--- config.mk ---
export PLATFORM = sky130hd
export DESIGN_NAME = regfile_wb_scheduler
export DESIGN_NICKNAME = d
export VERILOG_FILES = /design/src/rtl/regfile_wb_scheduler.sv
export SDC_FILE = /design/constraint.sdc
export NUM_CORES = 1
export LEC_CHECK = 0
export ABC_AREA = 1
export BUFFER_PORTS_ARGS = -buffer_cell sky130_fd_sc_hd__buf_2
export CAP_MARGIN = 15
export CORE_ASPECT_RATIO = 1.4
export CORE_MARGIN = 10
export CORE_UTILIZATION = 50
export CTS_CLUSTER_DIAMETER = 100
export DETAILED_ROUTE_END_ITERATION = 8
export GPL_TIMING_DRIVEN = 0
export PLACE_DENSITY_LB_ADDON = 0.2
export SLEW_MARGIN = 25
export SYNTH_ARGS = -nofsm -noshare
export SYNTH_HDL_FRONTEND = slang
export SYNTH_SLANG_ARGS = --single-unit
--- constraint.sdc ---
create_clock -name clk -period 2.79 [get_ports clk]
set_input_delay 0.279 -clock clk [delete_from_list [all_inputs] [get_ports clk]]
set_output_delay 0.279 -clock clk [all_outputs]
set_load 0.1 [all_outputs]
--- src/rtl/regfile_wb_scheduler.sv ---
// Shares the register-file write port between ALU and load writeback using round-robin
// arbitration, and tracks outstanding destination writes so issue can stall on RAW/WAW hazards.
module regfile_wb_scheduler #(
  parameter int NUM_REGS = 32,
  parameter int ADDR_W   = 5,
  parameter int DATA_W   = 32
) (
  input  logic                clk,
  input  logic                rst,
  input  logic                a_wb_valid,
  output logic                a_wb_ready,
  input  logic [ADDR_W-1:0]   a_wb_rd,
  input  logic [DATA_W-1:0]   a_wb_data,
  input  logic                m_wb_valid,
  output logic                m_wb_ready,
  input  logic [ADDR_W-1:0]   m_wb_rd,
  input  logic [DATA_W-1:0]   m_wb_data,
  input  logic                rsv_valid,
  input  logic [ADDR_W-1:0]   rsv_rd,
  output logic                rsv_ready,
  input  logic [ADDR_W-1:0]   rs1,
  input  logic [ADDR_W-1:0]   rs2,
  output logic                rs1_busy,
  output logic                rs2_busy,
  output logic [NUM_REGS-1:0] pending,
  output logic                rf_reg_write,
  output logic [ADDR_W-1:0]   rf_write_reg,
  output logic [DATA_W-1:0]   rf_write_data
);

  logic                last_grant_m;
  logic                grant_a;
  logic                grant_m;
  logic                wr_vld_p0;
  logic [ADDR_W-1:0]   wr_rd_p0;
  logic [DATA_W-1:0]   wr_data_p0;
  logic                wr_vld_p1;
  logic [ADDR_W-1:0]   wr_rd_p1;
  logic [DATA_W-1:0]   wr_data_p1;
  logic [NUM_REGS-1:0] pending_q;
  logic [NUM_REGS-1:0] pending_nxt;
  logic                rsv_fire;

  // Stage p0: arbitration and write-port request selection
  always_comb begin
    grant_a = 1'b0;
    grant_m = 1'b0;
    if (!rst) begin
      if (a_wb_valid && m_wb_valid) begin
        grant_a = last_grant_m;
        grant_m = !last_grant_m;
      end else begin
        grant_a = a_wb_valid;
        grant_m = m_wb_valid;
      end
    end
  end

  assign a_wb_ready = grant_a;
  assign m_wb_ready = grant_m;
  assign wr_rd_p0   = grant_a ? a_wb_rd : m_wb_rd;
  assign wr_data_p0 = grant_a ? a_wb_data : m_wb_data;
  // x0 writes are consumed by the handshake but never reach the register file
  assign wr_vld_p0  = (grant_a || grant_m) && (wr_rd_p0 != '0);

  always_ff @(posedge clk or posedge rst) begin
    if (rst) begin
      last_grant_m <= 1'b1;
    end else if (grant_a) begin
      last_grant_m <= 1'b0;
    end else if (grant_m) begin
      last_grant_m <= 1'b1;
    end
  end

  // Stage p1: registered register-file write port
  always_ff @(posedge clk or posedge rst) begin
    if (rst) begin
      wr_vld_p1  <= 1'b0;
      wr_rd_p1   <= '0;
      wr_data_p1 <= '0;
    end else begin
      wr_vld_p1 <= wr_vld_p0;
      if (wr_vld_p0) begin
        wr_rd_p1   <= wr_rd_p0;
        wr_data_p1 <= wr_data_p0;
      end
    end
  end

  assign rf_reg_write  = wr_vld_p1;
  assign rf_write_reg  = wr_rd_p1;
  assign rf_write_data = wr_data_p1;

  // Scoreboard: set on reservation, clear on the edge the register file commits
  assign rsv_ready = !rst && (!pending_q[rsv_rd] || (rsv_rd == '0));
  assign rsv_fire  = rsv_valid && rsv_ready && (rsv_rd != '0);

  always_comb begin
    pending_nxt = pending_q;
    if (wr_vld_p1) begin
      pending_nxt[wr_rd_p1] = 1'b0;
    end
    if (rsv_fire) begin
      pending_nxt[rsv_rd] = 1'b1;
    end
    pending_nxt[0] = 1'b0;
  end

  always_ff @(posedge clk or posedge rst) begin
    if (rst) begin
      pending_q <= '0;
    end else begin
      pending_q <= pending_nxt;
    end
  end

  assign pending  = pending_q;
  assign rs1_busy = pending_q[rs1] && (rs1 != '0);
  assign rs2_busy = pending_q[rs2] && (rs2 != '0);

endmodule

Yosys cells after proc, flatten, opt, wreduce, memory -nomap -nowiden --
Index checks and enable logic that the tools add are counted.
Storage, ports and cells: bits of input ports 94, register bits 70
Operators by class: multiplexer cells 20, reductions and logical operators 20, bitwise gates (word level) 3, order comparisons 6
Operator list (number):
- 32-bit 2-to-1 mux | 3
- 32-bit bitwise AND | 1
- 32-bit NOT | 1
- 32-bit bitwise OR | 1
- 5-bit by 6-bit less-than comparator with 1-bit output, second input constant | 4
- 5-bit nonzero test | 4
- 1-bit binary-select mux with 5-bit select | 3
- 1-bit 2-to-1 mux | 11
- 1-bit demux with 5-bit select | 2
- 5-bit by 1-bit greater-or-equal comparator with 1-bit output, second input constant | 2
- 1-bit logical AND | 9
- 5-bit zero test | 1
- 5-bit 2-to-1 mux | 1
- 1-bit zero test | 3
- 1-bit logical OR | 2
- 2-bit nonzero test | 1

Depth between registers and ports, before layout --
depth in word-level cells 9, gate-level depth with buffers 15

Worst setup path after synthesis --
Ideal clock, no wire load.
path type register to output, from register pending_q[21], in the netlist pending[21], to output port rs1_busy, required time 2.511 ns, arrival 2.244 ns, path slack 0.267 ns, cell stages (with the launch flop) 8, buffers on the path 0, cell sequence dfrtp_1 > inv_1 > a21oi_1 > o21ai_0 > o21ai_0 > nand2_1 > nand4_1 > o21a_1
Between the ends: cells in the longest elaborated chain, start to end 3
RTL lines:
- from (decl) | RTL line 40 | logic [NUM_REGS-1:0] pending_q;
- from (signal assigned) | RTL line 114 | pending_q <= pending_nxt;
- 1-bit binary-select mux with 5-bit select | RTL line 119 | assign rs1_busy = pending_q[rs1] && (rs1 != '0);
- 1-bit 2-to-1 mux (not written as such) | RTL line 119
- 1-bit logical AND | RTL line 119
- to (decl) | RTL line 23 | output logic rs1_busy,
No other way between the ends. The select of a mux whose other input is x is not followed.

Worst setup path after layout --
from register pending_q[15], in the netlist pending[15], to output port rsv_ready
Between the ends: cells in the longest elaborated chain, start to end 5
RTL lines:
- 1-bit binary-select mux with 5-bit select | RTL line 96 | assign rsv_ready = !rst && (!pending_q[rsv_rd] || (rsv_rd == '0));
- 1-bit 2-to-1 mux (not written as such) | RTL line 96
- 1-bit zero test | RTL line 96
- 1-bit logical OR | RTL line 96
- 1-bit logical AND | RTL line 96
- to (decl) | RTL line 20 | output logic rsv_ready,
No other way between the ends. The select of a mux whose other input is x is not followed.

==> key figures <==
Power
  – Internal power: ~0.0025 W
  – Comb pwr share: 0.567
  – Register share of total power: 0.267
  – Leakage: 3.02 nW
  – Switching power: 0.00369 W
  – Pwr dens: 1100 nW/um2
  – Peak supply drop: 0.00132 V
  – Clk network pwr share: 0.166
  – Switch share: 0.595

CTS
  – CTS root buffer: clkbuf_16
  – CTS max path bufs: 2
  – Clk Latency, worst-skew pair: 0.34 ns
  – Post-CTS Setup Bufs: 0
  – H-tree depth: 3
  – Quantity of gates resized following cts: 0
  – CTS tree: yes
  – Total CTS buffers: 9
  – CTS Sinks: 70
  – Clock transition at path regs: about 0.05 ns

Layout
  – Reg area: ~1800 um2
  – Layout area overhead: 28.6%
  – FILL cells: 748
  – Share of cells above drive strength 1: 0.257
  – Utilization after layout: 0.655
  – Nets: approximately 880
  – Multi-input logic area: 2230 um2
  – Largest register FFs: 32
  – Diode count: 0

STA
  – Slew Viols, Final: 0
  – Max Freq: roughly 410 MHz
  – Period Utilization, post-route: 0.880
  – Final hold violations: 0
  – RSZ-0062 raised after global routing: false
  – Slew HR: 0.649
  – Actual slew at the worst max-slew pin: 0.526 ns
  – Setup violations, final: 0
  – Final min period: 2.45 ns
  – Skew final: slightly below 0.008 ns
  – Hold WS: 0.233 ns

Critical path
  – R2R Path End: rf_write_data[18]
  – Crit-path max FO: 10
  – Req. time, crit path: 2.51 ns
  – Crit path DAT: between 2 and 2.5 ns
  – Reg2Reg Depth: 9
  – R2r startpoint: last_grant_m
  – WS Path Type: flop to output pin
  – Startpoint Class: flop
  – Worst R2R Setup Slack: 0.76 ns
  – CP Capture Type: output pin

Detailed routing
  – Vias per cell: 5.47
  – WL/cell: 17.8 um
  – Final ANT Viol Nets: 0
  – DRC violations left: 0
  – 1st-iter DRT viols: 289
  – Drt first pass iters: 6
  – Via count of the routed design: 4889
  – Post-Route WL: 16000 um

Die
  – Core area: 8560 um2
  – Site row count: 40
  – Total die area: 12900 um2
  – Die X: 98.9 um
  – Starting Density: 0.510
  – I/O pin count: roughly 170
  – Die height: roughly 130 um

Synthesis
  – Top post-synthesis cells by count: nand2_1 (178), o21ai_0 (82), dfrtp_1 (69), nand3_1 (60), inv_1 (48)
  – Post-Syn Nets: just over 700
  – Post-synth EDFFs: 0
  – Synth warnings: 0
  – Count leader, synth: nand2_1
  – Leading register cell type out of synthesis: dfrtp_1
  – Ys async rst share: 1.00
  – Post-synthesis cell type count: 24
  – Mean Syn Cell Area: about 7 um2
  – Top cells by area, synth: dfrtp_1 (40%), nand2_1 (15%), o21ai_0 (9.4%)
  – Cell Area, Synth: 4360 um2
  – Yosys reg bits: 70
  – Syn Inst Count: 610
  – Top cell type's share of synthesized area: 0.396
  – Post-synthesis sequential area ratio: 0.402
  – Top cell type by total area after synthesis: dfrtp_1

Min path
  – Worst Hold Class: input pin to flop
  – Endpoint of the worst hold path: rf_write_data[1]
  – Hold Startpoint: a_wb_data[1]
  – Worst hold path stage count: 3

GRT
  – Remaining global-route overflow: 0
  – Global-route usage over all layers: 0.241
  – First-pass GRT wire length: 25000 um
  – Largest net degree at the start of global routing: 41
  – Initial antenna violation count: 0
  – Number of global-route vias before repair: a little over 5000

Place
  – GPL Wtd Cong: 0.972
  – Post-DP HPWL: ~13000 um
  – IO buf count: 164

Job
  – Max-Cap Viols: 0

Status
  – Outcome: completed
-- per-stage QoR --
step	area (um2)	std cells	total power, W	setup slack (ns)	TNS (ns)
global placement	5310	879	0.00513	-0.157	-10.70
floorplan	4360	610	0.00443	0.267	0
CTS	5610	894	0.00621	0.352	0
finish	5610	894	0.00620	0.336	0
global route	5610	894	0.00645	0.241	0
detailed placement	5340	880	0.00517	0.466	0
-- metal layers --
layer,vias to the layer above,part of all wire,GRT usage,wire [um]
li1,2372,-,-,-
met1,2230,0.35,0.238,5620
met2,239,0.53,0.448,8410
met3,48,0.084,0.0678,1340
met4,0,0.037,0.120,587
met5,-,0,0,0
-- critical path, stage by stage, from the launching register on --
cell	delay [ns]
dfrtp_1	0.43
nand2_1	0.10
nand2_1	0.05
nand2_1	0.05
nand2_1	0.09
nand2_1	0.07
nand2_1	0.05
nor2_1	0.11
nand2_1	0.10
nor2_4	0.13
buf_4	0.21
buf_2	0.45
-- worst max-delay path by stage --
stage,end,slack (ns),from
floorplan,rs1_busy,0.27,pending[21]
global placement,pending[13],-0.16,rst
detailed placement,rs1_busy,0.47,rs1[0]
CTS,rsv_ready,0.35,pending[15]
global route,rsv_ready,0.24,pending[22]
finish,rsv_ready,0.34,pending[15]
-- cells by family after synthesis --
kind of cell           share of synthesized area
flip-flops                                 0.402
buffers and inverters                     0.0863
AO/OA/AOI/OAI                              0.154
multiplexers                              0.0734
other                                   0.000860
AND/OR/NAND/NOR                            0.283
-- placed cells by master (no fill, tap or decap) --
master,Yosys,routed
nand2_1,178,178
nand4_1,3,3
clkbuf_16,0,9
o211ai_1,8,8
nand3_1,60,60
a21oi_1,19,19
nand2_4,1,1
o21a_1,3,3
inv_1,48,47
mux2i_1,32,32
buf_2,5,169
or2_2,1,1
buf_4,9,9
buf_12,0,1
inv_4,1,2
clkbuf_8,0,2
o21ai_1,17,17
nor2_4,1,1
dlygate4sd3_1,0,1
o21ai_0,82,82
clkbuf_1,8,8
buf_1,3,3
conb_1,1,1
nor3_1,10,10
clkinv_2,0,2
nor2_1,45,45
dfstp_2,1,1
buf_6,5,5
dfrtp_1,69,69
-- power groups by stage --
| stage | clock, W | combinational, W | sequential (W) |
|---|---|---|---|
| final | 0.00103 | 0.00351 | 0.00165 |
| after global routing | 0.00107 | 0.00369 | 0.00170 |
| after CTS | 0.00104 | 0.00353 | 0.00164 |
| after detailed placement | 0 | 0.00352 | 0.00165 |
| after global placement | 0 | 0.00349 | 0.00164 |
| after floorplan | 0 | 0.000791 | 0.00364 |
-- cell type report --
cell class | instances | area share
buffer | 30 | 0.0339
timing repair buffer | 166 | 0.152
clock buffer | 11 | 0.0451
inverter | 49 | 0.0337
tap | 105 | 0.0234
sequential | 70 | 0.313
multi-input combinational | 461 | 0.398
clock inverter | 2 | 0.00178
-- timing repair --
item | CTS | global route
hold buffers | 1 | 0
endpoints found under the hold margin | 11 | 0
setup endpoints to repair | 0 | 0
(Power assumes the default switching activity.)
